<file path="src/rtl/uart_tx_arbiter.sv">
// Round-robin arbiter that hands a shared byte transmitter to NREQ requesters, one frame at a time.
// Optional build macro UART_ARB_HDR_EN prefixes every frame with header byte 8'hA0 | winner index.
//
// state | meaning
// IDLE  | no owner; search for next requester after ptr
// LOAD  | present shadow byte[idx] on tx_data, pulse tx_go
// WAIT  | wait for tx_done from the byte transmitter (no timeout)
// DONE  | pulse ack to owner, move ptr to owner, release grant
module uart_tx_arbiter #(
    parameter int NREQ = 4,
    parameter int MAXB = 5
) (
    input  logic                     sys_clk,
    input  logic                     rst_n,
    input  logic [NREQ-1:0]          req,
    input  logic [NREQ*MAXB*8-1:0]   req_data,
    input  logic [NREQ*3-1:0]        req_len,
    output logic [7:0]               tx_data,
    output logic                     tx_go,
    input  logic                     tx_done,
    output logic [NREQ-1:0]          grant,
    output logic [NREQ-1:0]          ack,
    output logic                     busy
);

    localparam int IW = $clog2(MAXB + 2);

    typedef enum logic [1:0] {
        IDLE = 2'd0,
        LOAD = 2'd1,
        WAIT = 2'd2,
        DONE = 2'd3
    } state_t;

    state_t              state;
    state_t              state_nxt;
    logic [2:0]          ptr;
    logic [2:0]          gidx;
    logic [2:0]          win;
    logic                found;
    logic [2:0]          win_len;
    logic [IW-1:0]       win_total;
    logic [MAXB*8-1:0]   shadow;
    logic [IW-1:0]       idx;
    logic [IW-1:0]       idx_inc;
    logic [IW-1:0]       total;
    logic [7:0]          byte_cur;
    logic [7:0]          tx_hold;

    assign idx_inc = idx + 1'b1;

    // First requester strictly after ptr, wrapping around.
    always_comb begin
        found = 1'b0;
        win   = '0;
        for (int k = 1; k <= NREQ; k++) begin
            if (!found && req[(int'(ptr) + k) % NREQ]) begin
                found = 1'b1;
                win   = 3'((int'(ptr) + k) % NREQ);
            end
        end
    end

    always_comb begin
        win_len = req_len[int'(win)*3 +: 3];
        if (int'(win_len) > MAXB) begin
            win_total = IW'(MAXB);
        end else begin
            win_total = IW'(win_len);
        end
`ifdef UART_ARB_HDR_EN
        win_total = win_total + 1'b1;
`endif
    end

    always_comb begin
`ifdef UART_ARB_HDR_EN
        if (idx == '0) begin
            byte_cur = 8'hA0 | {5'b00000, gidx};
        end else begin
            byte_cur = shadow[(int'(idx) - 1)*8 +: 8];
        end
`else
        byte_cur = shadow[int'(idx)*8 +: 8];
`endif
    end

    always_ff @(posedge sys_clk or negedge rst_n) begin
        if (!rst_n) begin
            state <= IDLE;
        end else begin
            state <= state_nxt;
        end
    end

    always_comb begin
        state_nxt = state;
        case (state)
            IDLE: begin
                if (found) begin
                    state_nxt = (win_total == '0) ? DONE : LOAD;
                end
            end
            LOAD: state_nxt = WAIT;
            WAIT: begin
                if (tx_done) begin
                    state_nxt = (idx_inc == total) ? DONE : LOAD;
                end
            end
            DONE: state_nxt = IDLE;
            default: state_nxt = IDLE;
        endcase
    end

    always_ff @(posedge sys_clk or negedge rst_n) begin
        if (!rst_n) begin
            ptr     <= 3'(NREQ - 1);
            gidx    <= '0;
            grant   <= '0;
            shadow  <= '0;
            idx     <= '0;
            total   <= '0;
            tx_hold <= '0;
        end else begin
            case (state)
                IDLE: begin
                    tx_hold <= '0;
                    if (found) begin
                        gidx   <= win;
                        grant  <= NREQ'(1) << win;
                        shadow <= req_data[int'(win)*MAXB*8 +: MAXB*8];
                        total  <= win_total;
                        idx    <= '0;
                    end
                end
                LOAD: tx_hold <= byte_cur;
                WAIT: begin
                    if (tx_done) begin
                        idx <= idx_inc;
                    end
                end
                DONE: begin
                    ptr   <= gidx;
                    grant <= '0;
                end
                default: ;
            endcase
        end
    end

    always_comb begin
        tx_go   = 1'b0;
        busy    = 1'b1;
        ack     = '0;
        tx_data = tx_hold;
        case (state)
            IDLE: begin
                busy    = 1'b0;
                tx_data = 8'h00;
            end
            LOAD: begin
                tx_go   = 1'b1;
                tx_data = byte_cur;
            end
            DONE: ack = grant;
            default: ;
        endcase
    end

endmodule

</file>
<file path="config.mk">
export PLATFORM = sky130hd
export DESIGN_NAME = uart_tx_arbiter
export DESIGN_NICKNAME = d
export VERILOG_FILES = /design/src/rtl/uart_tx_arbiter.sv
export SDC_FILE = /design/constraint.sdc
export NUM_CORES = 1
export LEC_CHECK = 0
export ABC_AREA = 1
export BUFFER_PORTS_ARGS = -buffer_cell sky130_fd_sc_hd__buf_2
export CELL_PAD_IN_SITES_DETAIL_PLACEMENT = 0
export CELL_PAD_IN_SITES_GLOBAL_PLACEMENT = 1
export CORE_MARGIN = 2
export CORE_UTILIZATION = 32
export CTS_BUF_LIST = sky130_fd_sc_hd__clkbuf_4 sky130_fd_sc_hd__clkbuf_8
export DETAILED_ROUTE_END_ITERATION = 7
export GPL_ROUTABILITY_DRIVEN = 1
export PLACE_DENSITY_LB_ADDON = 0.08
export REMOVE_ABC_BUFFERS = 1
export SLEW_MARGIN = 20
export SYNTH_ARGS = -nofsm -noshare
export SYNTH_HDL_FRONTEND = slang
export SYNTH_SLANG_ARGS = --single-unit
export TNS_END_PERCENT = 30
</file>
<file path="constraint.sdc">
create_clock -name sys_clk -period 3 [get_ports sys_clk]
set_input_delay 0.3 -clock sys_clk [delete_from_list [all_inputs] [get_ports sys_clk]]
set_output_delay 0.3 -clock sys_clk [all_outputs]
set_load 0.01 [all_outputs]
</file>
# Yosys cells after proc, flatten, opt, wreduce, memory -nomap -nowiden
# Index checks and enable logic that the tools add are counted.
# totals
regBits,64
in_bits,179
elab_cells,87
# classes
n_addsub,5
multipliers,2
magnitude_cmp,5
n_eq_ne,6
shift,4
muxes,35
bitwise_logic,4
n_reduce_logical,18
# ops
operator,n
$shiftx 160x10->40,1
$shiftx 40x7->8,1
$mux 3,7
$lt 3x4->1 const B,4
$pmux 8 s2,1
$mux 1,14
$shiftx 12x6->3,1
$bmux 1 s2,4
$mux 2,4
$mux 4,2
$pmux 2 s4,1
$pmux 4 s2,1
$reduce_or 2->1,4
$mul 3x3->6 const B,1
$pmux 3 s2,1
$reduce_and 2->1,3
$mul 3x2->5 const B,1
$add 2x1->2 const B,2
$add 2x2->2 const B,2
$and 1x1->1 const A,4
$eq 2x2->1 const B,2
$ne 2x2->1 const B,2
$reduce_bool 2->1,2
$shl 1x3->4 const A,1
other kinds (9),13

# Longest topological paths before layout
# Gate-level depths: netlist of the first run.
# logic_depth
word_depth,24
mapped_depth,20
depth_no_buf,19

# Least setup slack after synthesis of the first run
# OpenSTA, ideal clock, no wires.
# synth_timing
kind,flip-flop to flip-flop
startpoint,register ptr[1]
endpoint,register shadow[10]
setup_ps,117
t_arrival_ps,2032
t_required_ps,2883
path_slack_ps,851
stages_incl_launch_ff,18
n_path_buf,2
period_less_slack_ps,2149
cell_sequence,dfstp_2 buf_2 inv_2 nand2_1 nand2_1 nand2_1 nand2_2 nor2_4 nand3_2 nand2_4 nand2_8 inv_2 nor2_4 buf_4 a22oi_1 nand2_1 nand2_1 nand2_1
# synth_via
elab_chain_len,16
word_cells_on_any_way,41
cone_classes,4 x add/sub; 1 x mul; 1 x shift; 20 x mux; 4 x bitwise; 11 x reduce/logical
# synth_rtl
element,line_no,rtl
"start, declared",37,logic [2:0] ptr;
"start signal, assigned",117,ptr <= 3'(NREQ - 1);
"start signal, assigned",143,ptr <= gidx;
$add 2x1->2,"57, 59",
$bmux 1 s2,57,if (!found && req[(int'(ptr) + k) % NREQ]) begin
$mux 1 (not written as such) (2 in series),57,
$mux 1,57,
$logic_not 1->1,57,
$logic_and 1x1->1,57,
$mux 1,57,
$logic_not 1->1,57,
$logic_and 1x1->1,57,
$mux 1,57,
$logic_not 1->1,57,
$logic_and 1x1->1,57,
$mux 3,57,
$mul 3x3->6,131,shadow <= req_data[int'(win)*MAXB*8 +: MAXB*8];
$shiftx 160x10->40,131,
"end signal, assigned",131,
"end, declared",43,logic [MAXB*8-1:0] shadow;
# Several ways; a longest one is shown, not always the timed one. The select of a mux whose other input is x is not followed.
# A chain may end at the register's enable or synchronous reset.

# Worst setup path in the final report of the first run
# layout_timing
startpoint,register ptr[1]
endpoint,register shadow[39]
# The elaborated chain is that of the path after synthesis.

==> results of run 1 <==
-- metal layers --
| metal | vias to the layer above | wire, um | GRT usage (%) |
|---|---|---|---|
| met1 | 2025 | 5900 | 24.0 |
| met3 | 10 | 783 | 3.68 |
| li1 | 2366 | - | - |
| met5 | - | 0 | 0 |
| met2 | 139 | 5750 | 30.2 |
| met4 | 0 | 132 | 5.20 |
-- worst min path at each step --
stage,cells past startpoint,end,from
after floorplan,0,gidx[0]$_DFFE_PN0P_,rst_n
after CTS,1,tx_hold[6]$_DFF_PN0_,rst_n
after global routing,1,shadow[6]$_DFFE_PN0P_,rst_n
after detailed placement,1,shadow[26]$_DFFE_PN0P_,rst_n
final,1,shadow[6]$_DFFE_PN0P_,rst_n
after global placement,1,shadow[0]$_DFFE_PN0P_,rst_n
-- final cells by class --
class | instances | area [um2] | share of cell area [%]
well taps | 172 | 215 | 3.92
inverters | 47 | 179 | 3.26
multi-input cells | 467 | 2190 | 40.0
clock inverters | 4 | 52.6 | 0.958
clock buffers | 12 | 159 | 2.90
repair buffers | 208 | 1080 | 19.8
flip-flops and latches | 64 | 1600 | 29.2
-- through the flow --
step           cells  hold slack (ns)  power [mW]  cell area [um2]  setup slack (ns)
6_report         974           0.0298        7.47             5490             0.426
5_1_grt          974           0.0807        8.38             5490             0.129
4_1_cts          974           0.0506        7.62             5490             0.414
3_5_place_dp     958            0.420        6.82             5270             0.430
3_3_place_gp     958            0.413        6.75             5270             0.482
2_1_floorplan    578          0.00441        5.08             3970             0.338
-- power by group through the flow --
stage | registers (mW) | clock network, mW | logic (mW)
global placement | 1.49 | 0 | 5.27
CTS | 1.48 | 0.800 | 5.34
floorplan | 1.48 | 0 | 3.60
finish | 1.48 | 0.784 | 5.20
global route | 1.53 | 0.842 | 6.01
detailed placement | 1.50 | 0 | 5.32
-- sequential cells by signal, summed over array words and instances (netlist names) --
name	flops
state	2
grant	4
idx	3
total	3
ptr	2
gidx	2
tx_hold	8
shadow	40
-- cells by family after synthesis --
kind of cell    Yosys count  synth area share, %
fa+ha+maj                 1                0.304
flops                    64                 38.9
buf+inv                  79                 8.01
compound gates          110                 16.3
simple gates            354                 36.1
xor+xnor                  2                0.425
-- Yosys cell counts (all sizes together) --
cell	instances
nand2	287
dfrtp	62
o21ai	47
inv	46
nand4	28
a22oi	26
buf	23
nor2	22
a21oi	21
nand3	17
clkbuf	9
a22o	8
o22ai	6
dfstp	2
a2111oi	1
clkinv	1
ha	1
o21a	1
xnor2	1
xor2	1
==> report_table.html, run 1 <==
<table>
<tr><th>Metric</th><th>Value</th></tr>
<tr><th colspan="2">Power</th></tr>
<tr><td>Power density over cell area</td><td>1360 nW/um2</td></tr>
<tr><td>Leakage power total</td><td>2.97 nW</td></tr>
<tr><td>Sw Share</td><td>52.7%</td></tr>
<tr><td>Portion of total power attributed to sequential cells</td><td>19.8%</td></tr>
<tr><td>Logic gate share of total power</td><td>69.7%</td></tr>
<tr><td>Part of the total power dissipated in the clock network</td><td>10.5%</td></tr>
<tr><td>Maximum vdd ir drop</td><td>0.000675 V</td></tr>
<tr><td>Reported net switching power</td><td>3.93 mW</td></tr>
<tr><td>Pint</td><td>3.53 mW</td></tr>
<tr><th colspan="2">STA</th></tr>
<tr><td>Slew headroom</td><td>44.2%</td></tr>
<tr><td>Pins over their slew limit</td><td>0</td></tr>
<tr><td>Clock period minus final worst setup slack</td><td>2.57 ns</td></tr>
<tr><td>Period utilisation layout</td><td>85.8%</td></tr>
<tr><td>Hold violation total from the final report</td><td>0</td></tr>
<tr><td>Layout Skew</td><td>0.00938 ns</td></tr>
<tr><td>Setup TNS</td><td>0 ns</td></tr>
<tr><td>Max Freq</td><td>389 MHz</td></tr>
<tr><td>Setup repair after global routing missed its margin</td><td>false</td></tr>
<tr><td>Pin slew with the least headroom to its limit</td><td>0.834 ns</td></tr>
<tr><td>Final setup vio count</td><td>0</td></tr>
<tr><th colspan="2">Final layout</th></tr>
<tr><td>Number of nets in the final layout</td><td>977</td></tr>
<tr><td>P&amp;R area growth vs syn</td><td>33.1%</td></tr>
<tr><td>Commonest non-fill, non-tap cell in the layout</td><td>nand2_1</td></tr>
<tr><td>Final core utilization</td><td>43.5%</td></tr>
<tr><td>Fillers</td><td>1387</td></tr>
<tr><td>Ant diodes</td><td>0</td></tr>
<tr><td>Share of cells above drive strength 1</td><td>30.8%</td></tr>
<tr><td>Highest-count cells in the layout ignoring fill and taps</td><td>282 x nand2_1, 196 x buf_2, 62 x dfrtp_1</td></tr>
<tr><th colspan="2">Die</th></tr>
<tr><td>Die height</td><td>117 um</td></tr>
<tr><td>Die ar.</td><td>13800 um2</td></tr>
<tr><td>Row count</td><td>41</td></tr>
<tr><td>Floorplan die width</td><td>117 um</td></tr>
<tr><td>Core Box Area</td><td>12600 um2</td></tr>
<tr><td>I/O pin count</td><td>197</td></tr>
<tr><td>Starting Density</td><td>32.7%</td></tr>
<tr><th colspan="2">Hold path</th></tr>
<tr><td>Worst hold path type</td><td>in -&gt; async</td></tr>
<tr><th colspan="2">Critical path</th></tr>
<tr><td>Arr. time, crit path</td><td>2.83 ns</td></tr>
<tr><td>Biggest cell delay along the critical path</td><td>0.63 ns</td></tr>
<tr><td>Launch instance of the worst register-to-register path</td><td>ptr[1]$_DFFE_PN1P_</td></tr>
<tr><td>Number of cells on the critical path</td><td>17</td></tr>
<tr><td>Critical path origin</td><td>ptr[1]$_DFFE_PN1P_</td></tr>
<tr><td>Top cell by count, worst path</td><td>nand2_1</td></tr>
<tr><td>Capturing point of the worst reg2reg path</td><td>shadow[39]$_DFFE_PN0P_</td></tr>
<tr><td>Critical path, cell by cell</td><td>inv_2 &gt; nand2_1 &gt; nand2_1 &gt; nand2_1 &gt; nand2_2 &gt; nor2_4 &gt; nand2_1 &gt; nor2_2 &gt; a21oi_4 &gt; inv_4 &gt; nand2_2 &gt; inv_2 &gt; buf_12 &gt; nand2_1 &gt; nand4_1 &gt; nand2_1 &gt; o21ai_1</td></tr>
<tr><td>Type of the worst setup path</td><td>reg -&gt; reg</td></tr>
<tr><td>End point of the critical path</td><td>shadow[39]$_DFFE_PN0P_</td></tr>
<tr><td>Number of cell instances on the worst register-to-register path</td><td>17</td></tr>
<tr><td>Top cell family by delay on the critical path</td><td>simple AND/OR/NAND/NOR gates</td></tr>
<tr><td>Peak fanout along the critical path</td><td>23</td></tr>
<tr><td>Master of the slowest instance on the critical path</td><td>dfstp_2</td></tr>
<tr><td>Worst endpoint required time</td><td>3.26 ns</td></tr>
<tr><td>Type of element launching the critical path</td><td>register</td></tr>
<tr><td>Flop-to-flop setup slack</td><td>0.43 ns</td></tr>
<tr><td>Number of buffer and inverter stages on the critical path</td><td>4</td></tr>
<tr><td>Critical Path Sink Type</td><td>register</td></tr>
<tr><th colspan="2">Placed design</th></tr>
<tr><td>Post-detailed-placement half-perimeter wirelength</td><td>9.49 mm</td></tr>
<tr><td>Placer congestion estimate</td><td>0.775</td></tr>
<tr><td>Input/output buffers</td><td>196</td></tr>
<tr><th colspan="2">Clocking</th></tr>
<tr><td>Deepest level of the CTS H-tree</td><td>3</td></tr>
<tr><td>Bufs on Longest Clock Path</td><td>2</td></tr>
<tr><td>Total CTS buffers</td><td>9</td></tr>
<tr><td>Clock-pin transition on the worst setup and hold timing paths</td><td>0.08 ns</td></tr>
<tr><td>Cts-stage hold buffer count</td><td>0</td></tr>
<tr><td>Count of buffers added by post-CTS timing repair for setup</td><td>0</td></tr>
<tr><td>Clock latency on the worst-skew pair</td><td>0.34 ns</td></tr>
<tr><td>Clock tree from TritonCTS</td><td>yes</td></tr>
<tr><td>Number of instances resized during post-cts repair</td><td>0</td></tr>
<tr><td>CTS Sinks</td><td>64</td></tr>
<tr><td>Clock Root Buffer</td><td>clkbuf_8</td></tr>
<tr><th colspan="2">Synth</th></tr>
<tr><td>Number of synthesized register bits</td><td>64</td></tr>
<tr><td>Sequential share of the synthesized area</td><td>38.9%</td></tr>
<tr><td>Post-synthesis instance area</td><td>4120 um2</td></tr>
<tr><td>Count of yosys warnings during synthesis</td><td>0</td></tr>
<tr><td>Yosys top cell area share</td><td>37.6%</td></tr>
<tr><td>Post-Synthesis Mean Instance Area</td><td>6.76 um2</td></tr>
<tr><td>Main area contributors after synthesis</td><td>dfrtp_1 38%, nand2_1 26%, a22oi_1 4.7%</td></tr>
<tr><td>Count of distinct cell types in the synthesized netlist</td><td>32</td></tr>
<tr><td>Synthesized instance count</td><td>610</td></tr>
<tr><td>Cell taking the most area after synthesis</td><td>dfrtp_1</td></tr>
<tr><th colspan="2">Route</th></tr>
<tr><td># DRC</td><td>0</td></tr>
<tr><td>Avg Vias per Cell</td><td>4.66</td></tr>
<tr><td>Routed wire length per instance</td><td>12.9 um</td></tr>
<tr><td>Number of detailed-routing iterations run before antenna repair</td><td>4</td></tr>
<tr><td>Routed Wire Length</td><td>12.6 mm</td></tr>
<tr><td>DRC marker count from the first detailed-route iteration</td><td>182</td></tr>
<tr><td>Total number of vias</td><td>4540</td></tr>
<tr><td>Post-route ant nets</td><td>0</td></tr>
<tr><th colspan="2">Global route</th></tr>
<tr><td>Remaining global-route overflow</td><td>0</td></tr>
<tr><td>Total Routing Usage GR</td><td>18.2%</td></tr>
<tr><td>Global-route wire length before repair</td><td>20.8 mm</td></tr>
<tr><td>Number of global-route vias before repair</td><td>4385</td></tr>
<tr><td>Number of antenna violations at the first check in global routing</td><td>0</td></tr>
<tr><td>Maximum number of pins on one net before global-route repair</td><td>46</td></tr>
<tr><th colspan="2">Run</th></tr>
<tr><td>Number of violations of the max-capacitance limit</td><td>0</td></tr>
<tr><th colspan="2">Outcome</th></tr>
<tr><td>Result of the run</td><td>finished clean</td></tr>
</table>
(Power assumes the default switching activity.)
==> run 2: changes to the inputs <==
--- a/config.mk
+++ b/config.mk
@@ -14,7 +14,8 @@
 export CTS_BUF_LIST = sky130_fd_sc_hd__clkbuf_4 sky130_fd_sc_hd__clkbuf_8
 export DETAILED_ROUTE_END_ITERATION = 7
 export GPL_ROUTABILITY_DRIVEN = 1
-export PLACE_DENSITY_LB_ADDON = 0.08
+export PLACE_DENSITY = 0.84
+export RECOVER_POWER = 50
 export REMOVE_ABC_BUFFERS = 1
 export SLEW_MARGIN = 20
 export SYNTH_ARGS = -nofsm -noshare
==> run 2 against run 1 <==
  * The flow now finishes with violations (max-capacitance violations, max-slew violations)
  * Combinational power decreased by 1%
  * First-iteration DRC count grew 13%
  * Global-route usage rose by 0.065 points
  * Fmax grew 0.43%
  * Design area fell by 0.94%
  * Non-clock buffer count shrank 1
  * Setup slack improved by 0.011 ns
==> report_table.html, run 2 (synthesis results as in run 1) <==
<table>
<tr><th>Metric</th><th>Value</th></tr>
<tr><th colspan="2">Clocking</th></tr>
<tr><td>Clock tree from TritonCTS</td><td>yes</td></tr>
<tr><td>Count of buffers added by post-CTS timing repair for setup</td><td>0 (unchanged)</td></tr>
<tr><td>CTS Sinks</td><td>64 (unchanged)</td></tr>
<tr><td>Total CTS buffers</td><td>9 (unchanged)</td></tr>
<tr><td>Cts-stage hold buffer count</td><td>0 (unchanged)</td></tr>
<tr><td>Bufs on Longest Clock Path</td><td>2 (unchanged)</td></tr>
<tr><td>Number of instances resized during post-cts repair</td><td>0 (unchanged)</td></tr>
<tr><td>Clock-pin transition on the worst setup and hold timing paths</td><td>0.07 ns (about the same)</td></tr>
<tr><td>Deepest level of the CTS H-tree</td><td>3 (unchanged)</td></tr>
<tr><td>Clock Root Buffer</td><td>clkbuf_8</td></tr>
<tr><td>Clock latency on the worst-skew pair</td><td>0.34 ns (about the same)</td></tr>
<tr><th colspan="2">Placed design</th></tr>
<tr><td>Placer congestion estimate</td><td>0.845 (+9.1%)</td></tr>
<tr><td>Post-detailed-placement half-perimeter wirelength</td><td>9.14 mm (-3.7%)</td></tr>
<tr><td>Input/output buffers</td><td>196 (unchanged)</td></tr>
<tr><td>Area post-placement</td><td>5270 um2 (-0.14%)</td></tr>
<tr><th colspan="2">Final layout</th></tr>
<tr><td>Finished layout cell area</td><td>5430 um2 (-0.94%)</td></tr>
<tr><td>Commonest non-fill, non-tap cell in the layout</td><td>nand2_1</td></tr>
<tr><td>FF+latch area</td><td>1600 um2 (unchanged)</td></tr>
<tr><td>Number of flip-flops under the largest register name</td><td>40 (unchanged)</td></tr>
<tr><td>P&amp;R area growth vs syn</td><td>31.8%</td></tr>
<tr><td>Reg with most FFs</td><td>shadow</td></tr>
<tr><td>Share of cells above drive strength 1</td><td>30.0% (-0.80 points)</td></tr>
<tr><td>Ant diodes</td><td>0 (unchanged)</td></tr>
<tr><td>Fillers</td><td>1391 (+0.29%)</td></tr>
<tr><td>Regs by FF count</td><td>shadow: 40 flops, tx_hold: 8 flops, grant: 4 flops</td></tr>
<tr><td>Number of nets in the final layout</td><td>976 (-0.10%)</td></tr>
<tr><td>Area of combinational cells with multiple inputs</td><td>2190 um2 (unchanged)</td></tr>
<tr><td>Highest-count cells in the layout ignoring fill and taps</td><td>282 x nand2_1, 191 x buf_2, 62 x dfrtp_1</td></tr>
<tr><th colspan="2">Power</th></tr>
<tr><td>Leakage power total</td><td>2.94 nW (-1.0%)</td></tr>
<tr><td>Power density over cell area</td><td>1350 nW/um2 (-1.0%)</td></tr>
<tr><td>Maximum vdd ir drop</td><td>0.000637 V (-5.7%)</td></tr>
<tr><th colspan="2">Critical path</th></tr>
<tr><td>Number of buffer and inverter stages on the critical path</td><td>4 (unchanged)</td></tr>
<tr><td>Capturing point of the worst reg2reg path</td><td>shadow[34]$_DFFE_PN0P_</td></tr>
<tr><td>Arr. time, crit path</td><td>2.84 ns (about the same)</td></tr>
<tr><td>Type of element launching the critical path</td><td>register</td></tr>
<tr><td>Biggest cell delay along the critical path</td><td>0.63 ns (about the same)</td></tr>
<tr><td>Critical path, cell by cell</td><td>inv_2 &gt; nand2_1 &gt; nand2_1 &gt; nand2_1 &gt; nand2_2 &gt; nor2_4 &gt; nand2_1 &gt; nor2_2 &gt; a21oi_4 &gt; inv_4 &gt; nand2_2 &gt; inv_2 &gt; buf_12 &gt; a22oi_1 &gt; nand2_1 &gt; nand2_1 &gt; nand2_1</td></tr>
<tr><td>Launch instance of the worst register-to-register path</td><td>ptr[1]$_DFFE_PN1P_</td></tr>
<tr><td>Flop-to-flop setup slack</td><td>0.44 ns (about the same)</td></tr>
<tr><td>Master of the slowest instance on the critical path</td><td>dfstp_2</td></tr>
<tr><td>Top cell family by delay on the critical path</td><td>simple AND/OR/NAND/NOR gates</td></tr>
<tr><td>Type of the worst setup path</td><td>reg -&gt; reg</td></tr>
<tr><td>Number of cell instances on the worst register-to-register path</td><td>17 (unchanged)</td></tr>
<tr><td>Critical Path Sink Type</td><td>register</td></tr>
<tr><td>Top cell by count, worst path</td><td>nand2_1</td></tr>
<tr><td>Worst endpoint required time</td><td>3.28 ns (+0.02 ns)</td></tr>
<tr><td>Peak fanout along the critical path</td><td>24 (+4.3%)</td></tr>
<tr><th colspan="2">Run</th></tr>
<tr><td>Number of violations of the max-capacitance limit</td><td>1 (+1)</td></tr>
<tr><th colspan="2">Hold path</th></tr>
<tr><td>Worst hold path type</td><td>in -&gt; reg</td></tr>
<tr><td>WHS Path Cells</td><td>4</td></tr>
<tr><td>Beginning of the worst hold path</td><td>tx_done</td></tr>
<tr><td>Endpoint, Worst Hold</td><td>state[1]$_DFFE_PN0P_</td></tr>
<tr><th colspan="2">Route</th></tr>
<tr><td>DRC marker count from the first detailed-route iteration</td><td>205 (+13%)</td></tr>
<tr><td>Routed Wire Length</td><td>12.5 mm (-0.69%)</td></tr>
<tr><td>Number of detailed-routing iterations run before antenna repair</td><td>4 (unchanged)</td></tr>
<tr><td>Routed wire length per instance</td><td>12.8 um (-0.49%)</td></tr>
<tr><td># DRC</td><td>0 (unchanged)</td></tr>
<tr><td>Total number of vias</td><td>4502 (-0.84%)</td></tr>
<tr><td>Post-route ant nets</td><td>0 (unchanged)</td></tr>
<tr><td>Avg Vias per Cell</td><td>4.63 (-0.63%)</td></tr>
<tr><th colspan="2">Die</th></tr>
<tr><td>I/O pin count</td><td>197 (unchanged)</td></tr>
<tr><td>Die ar.</td><td>13800 um2 (unchanged)</td></tr>
<tr><td>Die height</td><td>117 um (unchanged)</td></tr>
<tr><td>Floorplan die width</td><td>117 um (unchanged)</td></tr>
<tr><td>Core Box Area</td><td>12600 um2 (unchanged)</td></tr>
<tr><td>Row count</td><td>41 (unchanged)</td></tr>
<tr><td>Starting Density</td><td>32.7% (unchanged)</td></tr>
<tr><th colspan="2">Outcome</th></tr>
<tr><td>Violations in the final reports</td><td>max-capacitance violations, max-slew violations</td></tr>
<tr><td>Result of the run</td><td>finished with violations</td></tr>
<tr><th colspan="2">Global route</th></tr>
<tr><td>Maximum number of pins on one net before global-route repair</td><td>65 (+41%)</td></tr>
<tr><td>Number of antenna violations at the first check in global routing</td><td>0 (unchanged)</td></tr>
<tr><td>Total Routing Usage GR</td><td>18.2% (+0.065 points)</td></tr>
<tr><td>Remaining global-route overflow</td><td>0 (unchanged)</td></tr>
<tr><td>Number of global-route vias before repair</td><td>4347 (-0.87%)</td></tr>
<tr><td>Global-route wire length before repair</td><td>20.6 mm (-0.86%)</td></tr>
<tr><th colspan="2">STA</th></tr>
<tr><td>Pins over their slew limit</td><td>65 (+65)</td></tr>
<tr><td>Setup TNS</td><td>0 ns (unchanged)</td></tr>
<tr><td>Pin slew with the least headroom to its limit</td><td>1.58 ns (+0.747 ns)</td></tr>
<tr><td>Clock period minus final worst setup slack</td><td>2.56 ns (-0.0111 ns)</td></tr>
<tr><td>Period utilisation layout</td><td>85.4% (-0.37 points)</td></tr>
<tr><td>Slew headroom</td><td>-5.42% (-50 points)</td></tr>
<tr><td>Final setup vio count</td><td>0 (unchanged)</td></tr>
<tr><td>Layout Skew</td><td>0.00962 ns (+0.000240 ns)</td></tr>
<tr><td>Hold violation total from the final report</td><td>0 (unchanged)</td></tr>
<tr><td>Setup repair after global routing missed its margin</td><td>false</td></tr>
<tr><td>Max Freq</td><td>390 MHz (+0.43%)</td></tr>
</table>
[run 2: cell count changes in the layout (fill, tap and decap cells not counted), sizes merged]
cell      delta
clkbuf       +6
clkinvlp     -2
buf          -7
bufinv       -1
clkinv       +2
[run 2: layout make-up]
cell class | instances | area share, %
Clock inverter | 3 | 0.322
Sequential cell | 64 | 29.5
Tap cell | 172 | 3.96
Multi-Input combinational cell | 467 | 40.3
Timing Repair Buffer | 207 | 19.6
Inverter | 47 | 3.29
Clock buffer | 12 | 2.92
[run 2: worst max path at each step]
stage,start,end,slack [ns],cells past startpoint
finish,ptr[1]$_DFFE_PN1P_,shadow[34]$_DFFE_PN0P_,0.44,17
floorplan,ptr[1]$_DFFE_PN1P_,idx[1]$_DFFE_PN0P_,0.34,12
global route,ptr[0]$_DFFE_PN1P_,shadow[18]$_DFFE_PN0P_,0.18,17
CTS,idx[1]$_DFFE_PN0P_,tx_data[3],0.42,5
global placement,ptr[1]$_DFFE_PN1P_,shadow[25]$_DFFE_PN0P_,0.52,17
detailed placement,ptr[1]$_DFFE_PN1P_,shadow[34]$_DFFE_PN0P_,0.45,17
[run 2: routing by layer]
metal  GRT usage [%]  vias to the layer above  routed length, um
li1                -                     2371                  -
met2            30.6                      135               5730
met3            3.73                        7                713
met1            24.2                     1989               5950
met4            4.52                        0                 85
met5               0                        -                  0
[run 2: per-stage QoR]
stage                     cells  power, mW  setup slack [ns]  hold WS, ns  util, %
after floorplan             578       5.08             0.338      0.00441        -
final                       972       7.32             0.438        0.255     43.1
after global placement      957       6.72             0.525        0.464     41.7
after detailed placement    957       6.75             0.447        0.466     41.7
after global routing        972       8.19             0.176        0.273     43.1
after CTS                   972       7.46             0.418        0.164     43.1
[run 2: worst register-to-register path: cells and delay by family, from the launching register on]
family,cells,cell delay (ns)
flip-flops,1,0.63
buffers and inverters,4,0.71
AO/OA/AOI/OAI,2,0.19
AND/OR/NAND/NOR,11,0.97
[run 2: power by group]
group / leakage (nW) / switching [mW] / total [mW] / internal, mW
logic: 2.04 / 3.35 / 5.15 / 1.80
registers: 0.809 / 0.213 / 1.50 / 1.28
clock network: 0.0917 / 0.331 / 0.678 / 0.347
==> run 3: changes to the inputs <==
--- a/config.mk
+++ b/config.mk
@@ -10,11 +10,11 @@
 export CELL_PAD_IN_SITES_DETAIL_PLACEMENT = 0
 export CELL_PAD_IN_SITES_GLOBAL_PLACEMENT = 1
 export CORE_MARGIN = 2
-export CORE_UTILIZATION = 32
+export CORE_UTILIZATION = 35
 export CTS_BUF_LIST = sky130_fd_sc_hd__clkbuf_4 sky130_fd_sc_hd__clkbuf_8
 export DETAILED_ROUTE_END_ITERATION = 7
 export GPL_ROUTABILITY_DRIVEN = 1
-export PLACE_DENSITY = 0.84
+export PLACE_DENSITY = 0.91
 export RECOVER_POWER = 50
 export REMOVE_ABC_BUFFERS = 1
 export SLEW_MARGIN = 20
==> constraint.sdc (replaced) <==
create_clock -name sys_clk -period 3.3 [get_ports sys_clk]
set_input_delay 0.33 -clock sys_clk [delete_from_list [all_inputs] [get_ports sys_clk]]
set_output_delay 0.33 -clock sys_clk [all_outputs]
set_load 0.01 [all_outputs]
==> run 3 against run 2 <==
  * The flow still finishes with violations (max-capacitance violations, max-slew violations)
  * Setup slack gained 0.10 ns
  * Largest cell class unchanged
  * Worst hold slack improved by 0.030 ns
  * Sequential power decreased by 9%
  * Final cell count shrank 3.1%
  * Critical path type unchanged
  * Largest power group unchanged
  * Critical path depth decreased by 2
  * Power fell by 8.7%
  * Design area fell by 0.92%
==> report_table.html, run 3 (synthesis results as in run 1) <==
<table>
<tr><th>Metric</th><th>Value</th></tr>
<tr><th colspan="2">Outcome</th></tr>
<tr><td>Result of the run</td><td>finished with violations</td></tr>
<tr><td>Violations in the final reports</td><td>max-capacitance violations, max-slew violations</td></tr>
<tr><th colspan="2">Die</th></tr>
<tr><td>Row count</td><td>39 (-4.9%)</td></tr>
<tr><td>Die height</td><td>113 um (-4.2%)</td></tr>
<tr><td>Floorplan die width</td><td>113 um (-4.2%)</td></tr>
<tr><td>Die ar.</td><td>12700 um2 (-8.3%)</td></tr>
<tr><td>I/O pin count</td><td>197 (unchanged)</td></tr>
<tr><td>Starting Density</td><td>35.9% (+3.3 points)</td></tr>
<tr><td>Core Box Area</td><td>11500 um2 (-9.1%)</td></tr>
<tr><th colspan="2">Clocking</th></tr>
<tr><td>Number of instances resized during post-cts repair</td><td>0 (unchanged)</td></tr>
<tr><td>Clock tree from TritonCTS</td><td>yes</td></tr>
<tr><td>CTS Sinks</td><td>64 (unchanged)</td></tr>
<tr><td>Bufs on Longest Clock Path</td><td>2 (unchanged)</td></tr>
<tr><td>Clock Root Buffer</td><td>clkbuf_8</td></tr>
<tr><td>Clock-pin transition on the worst setup and hold timing paths</td><td>0.07 ns (about the same)</td></tr>
<tr><td>Clock latency on the worst-skew pair</td><td>0.34 ns (about the same)</td></tr>
<tr><td>Count of buffers added by post-CTS timing repair for setup</td><td>0 (unchanged)</td></tr>
<tr><td>Total CTS buffers</td><td>9 (unchanged)</td></tr>
<tr><td>Deepest level of the CTS H-tree</td><td>3 (unchanged)</td></tr>
<tr><td>Cts-stage hold buffer count</td><td>0 (unchanged)</td></tr>
<tr><th colspan="2">Final layout</th></tr>
<tr><td>Reg with most FFs</td><td>shadow</td></tr>
<tr><td>Regs by FF count</td><td>shadow: 40 flops, tx_hold: 8 flops, grant: 4 flops</td></tr>
<tr><td>Number of nets in the final layout</td><td>974 (-0.20%)</td></tr>
<tr><td>Fillers</td><td>1191 (-14%)</td></tr>
<tr><td>Final core utilization</td><td>47.0% (+3.9 points)</td></tr>
<tr><td>Highest-count cells in the layout ignoring fill and taps</td><td>282 x nand2_1, 190 x buf_2, 62 x dfrtp_1</td></tr>
<tr><td>P&amp;R area growth vs syn</td><td>30.6%</td></tr>
<tr><td>Number of flip-flops under the largest register name</td><td>40 (unchanged)</td></tr>
<tr><td>Ant diodes</td><td>0 (unchanged)</td></tr>
<tr><td>Commonest non-fill, non-tap cell in the layout</td><td>nand2_1</td></tr>
<tr><td>Share of cells above drive strength 1</td><td>29.8% (-0.21 points)</td></tr>
<tr><th colspan="2">Route</th></tr>
<tr><td>Total number of vias</td><td>4591 (+2.0%)</td></tr>
<tr><td>Routed Wire Length</td><td>12.4 mm (-0.42%)</td></tr>
<tr><td>Routed wire length per instance</td><td>13.2 um (+2.8%)</td></tr>
<tr><td>Avg Vias per Cell</td><td>4.87 (+5.2%)</td></tr>
<tr><td>DRC marker count from the first detailed-route iteration</td><td>153 (-25%)</td></tr>
<tr><td># DRC</td><td>0 (unchanged)</td></tr>
<tr><td>Number of detailed-routing iterations run before antenna repair</td><td>4 (unchanged)</td></tr>
<tr><td>Post-route ant nets</td><td>0 (unchanged)</td></tr>
<tr><th colspan="2">Global route</th></tr>
<tr><td>Maximum number of pins on one net before global-route repair</td><td>65 (unchanged)</td></tr>
<tr><td>Remaining global-route overflow</td><td>0 (unchanged)</td></tr>
<tr><td>Global-route wire length before repair</td><td>20.5 mm (-0.64%)</td></tr>
<tr><td>Number of global-route vias before repair</td><td>4497 (+3.5%)</td></tr>
<tr><td>Number of antenna violations at the first check in global routing</td><td>0 (unchanged)</td></tr>
<tr><td>Total Routing Usage GR</td><td>19.6% (+1.4 points)</td></tr>
<tr><th colspan="2">Placed design</th></tr>
<tr><td>Placer congestion estimate</td><td>0.913 (+8.0%)</td></tr>
<tr><td>Post-detailed-placement half-perimeter wirelength</td><td>9.15 mm (about the same)</td></tr>
<tr><td>Input/output buffers</td><td>196 (unchanged)</td></tr>
<tr><th colspan="2">STA</th></tr>
<tr><td>Pins over their slew limit</td><td>52 (-20%)</td></tr>
<tr><td>Worst hold slack across all endpoints</td><td>0.285 ns (+0.0303 ns)</td></tr>
<tr><td>Hold violation total from the final report</td><td>0 (unchanged)</td></tr>
<tr><td>Final setup vio count</td><td>0 (unchanged)</td></tr>
<tr><td>Layout Skew</td><td>0.00851 ns (-0.00111 ns)</td></tr>
<tr><td>Slew headroom</td><td>-82.1% (-77 points)</td></tr>
<tr><td>Pin slew with the least headroom to its limit</td><td>2.73 ns (+1.15 ns)</td></tr>
<tr><td>Setup TNS</td><td>0 ns (unchanged)</td></tr>
<tr><td>Clock period minus final worst setup slack</td><td>2.76 ns (+0.199 ns)</td></tr>
<tr><td>Period utilisation layout</td><td>83.7% (-1.7 points)</td></tr>
<tr><td>Max Freq</td><td>362 MHz (-7.2%)</td></tr>
<tr><td>Setup repair after global routing missed its margin</td><td>false</td></tr>
<tr><th colspan="2">Critical path</th></tr>
<tr><td>Critical path origin</td><td>ptr[1]$_DFFE_PN1P_</td></tr>
<tr><td>Type of the worst setup path</td><td>reg -&gt; reg</td></tr>
<tr><td>Capturing point of the worst reg2reg path</td><td>shadow[10]$_DFFE_PN0P_</td></tr>
<tr><td>Number of cell instances on the worst register-to-register path</td><td>15 (-2)</td></tr>
<tr><td>Launch instance of the worst register-to-register path</td><td>ptr[1]$_DFFE_PN1P_</td></tr>
<tr><td>Peak fanout along the critical path</td><td>17 (-29%)</td></tr>
<tr><td>Type of element launching the critical path</td><td>register</td></tr>
<tr><td>Flop-to-flop setup slack</td><td>0.54 ns (+0.10 ns)</td></tr>
<tr><td>Arr. time, crit path</td><td>3.04 ns (+0.20 ns)</td></tr>
<tr><td>Worst endpoint required time</td><td>3.57 ns (+0.29 ns)</td></tr>
<tr><td>Critical Path Sink Type</td><td>register</td></tr>
<tr><th colspan="2">Power</th></tr>
<tr><td>Power density over cell area</td><td>1240 nW/um2 (-7.8%)</td></tr>
<tr><td>Maximum vdd ir drop</td><td>0.000479 V (-25%)</td></tr>
<tr><td>Leakage power total</td><td>2.93 nW (-0.12%)</td></tr>
<tr><th colspan="2">Hold path</th></tr>
<tr><td>Beginning of the worst hold path</td><td>req_data[31]</td></tr>
<tr><td>Worst hold path type</td><td>in -&gt; reg</td></tr>
<tr><td>Endpoint, Worst Hold</td><td>shadow[31]$_DFFE_PN0P_</td></tr>
<tr><td>WHS Path Cells</td><td>5 (+1)</td></tr>
<tr><th colspan="2">Run</th></tr>
<tr><td>Number of violations of the max-capacitance limit</td><td>1 (unchanged)</td></tr>
</table>
[run 3: layout make-up]
| cell class | count | area (um2) | share of cell area (%) |
|---|---|---|---|
| multi-input combinational | 467 | 2190 | 40.7 |
| sequential | 64 | 1600 | 29.8 |
| timing repair buffer | 205 | 1040 | 19.3 |
| inverter | 47 | 179 | 3.32 |
| tap | 143 | 179 | 3.32 |
| clock buffer | 12 | 146 | 2.72 |
| clock inverter | 4 | 45.0 | 0.837 |
[run 3: worst max path at each step]
stage | end | slack, ns | cells past startpoint
floorplan | idx[1]$_DFFE_PN0P_ | 0.64 | 12
global placement | shadow[21]$_DFFE_PN0P_ | 0.61 | 13
detailed placement | shadow[21]$_DFFE_PN0P_ | 0.51 | 17
CTS | shadow[21]$_DFFE_PN0P_ | 0.50 | 17
global route | shadow[37]$_DFFE_PN0P_ | 0.24 | 16
finish | shadow[10]$_DFFE_PN0P_ | 0.54 | 15
[run 3: critical path, cell delays in order, from the launching register on]
cell and delay, ns:
dfstp_2 0.63, inv_2 0.09, nand2_1 0.07, nand2_1 0.09, nand2_1 0.10, nand2_2 0.09
nor2_4 0.13, nand3_2 0.12, nand2_4 0.16, nand2_8 0.10, nor2_4 0.43, buf_4 0.31
a22oi_1 0.11, nand2_1 0.11, nand2_1 0.05, nand2_1 0.09
[run 3: per-stage QoR]
step | std cells | total power [mW] | setup WS, ns | instance area [um2]
floorplan | 578 | 4.62 | 0.638 | 3970
global placement | 926 | 5.96 | 0.614 | 5200
detailed placement | 926 | 6.08 | 0.512 | 5200
CTS | 942 | 6.77 | 0.497 | 5400
global route | 942 | 7.46 | 0.239 | 5380
finish | 942 | 6.69 | 0.538 | 5380
[run 3: power breakdown]
group          internal, mW  switching (mW)  total (mW)
logic                  1.58            3.07        4.65
clock network         0.371           0.298       0.669
registers              1.17           0.201        1.37
total                  3.12            3.57        6.69
[run 3: layer usage]
metal	up-vias	global-route usage (%)	part of all wire, %
met5	-	0	0
met4	0	5.45	1.3
met3	10	4.05	6.4
met2	158	34.4	48
met1	2058	24.6	44
li1	2365	-	-
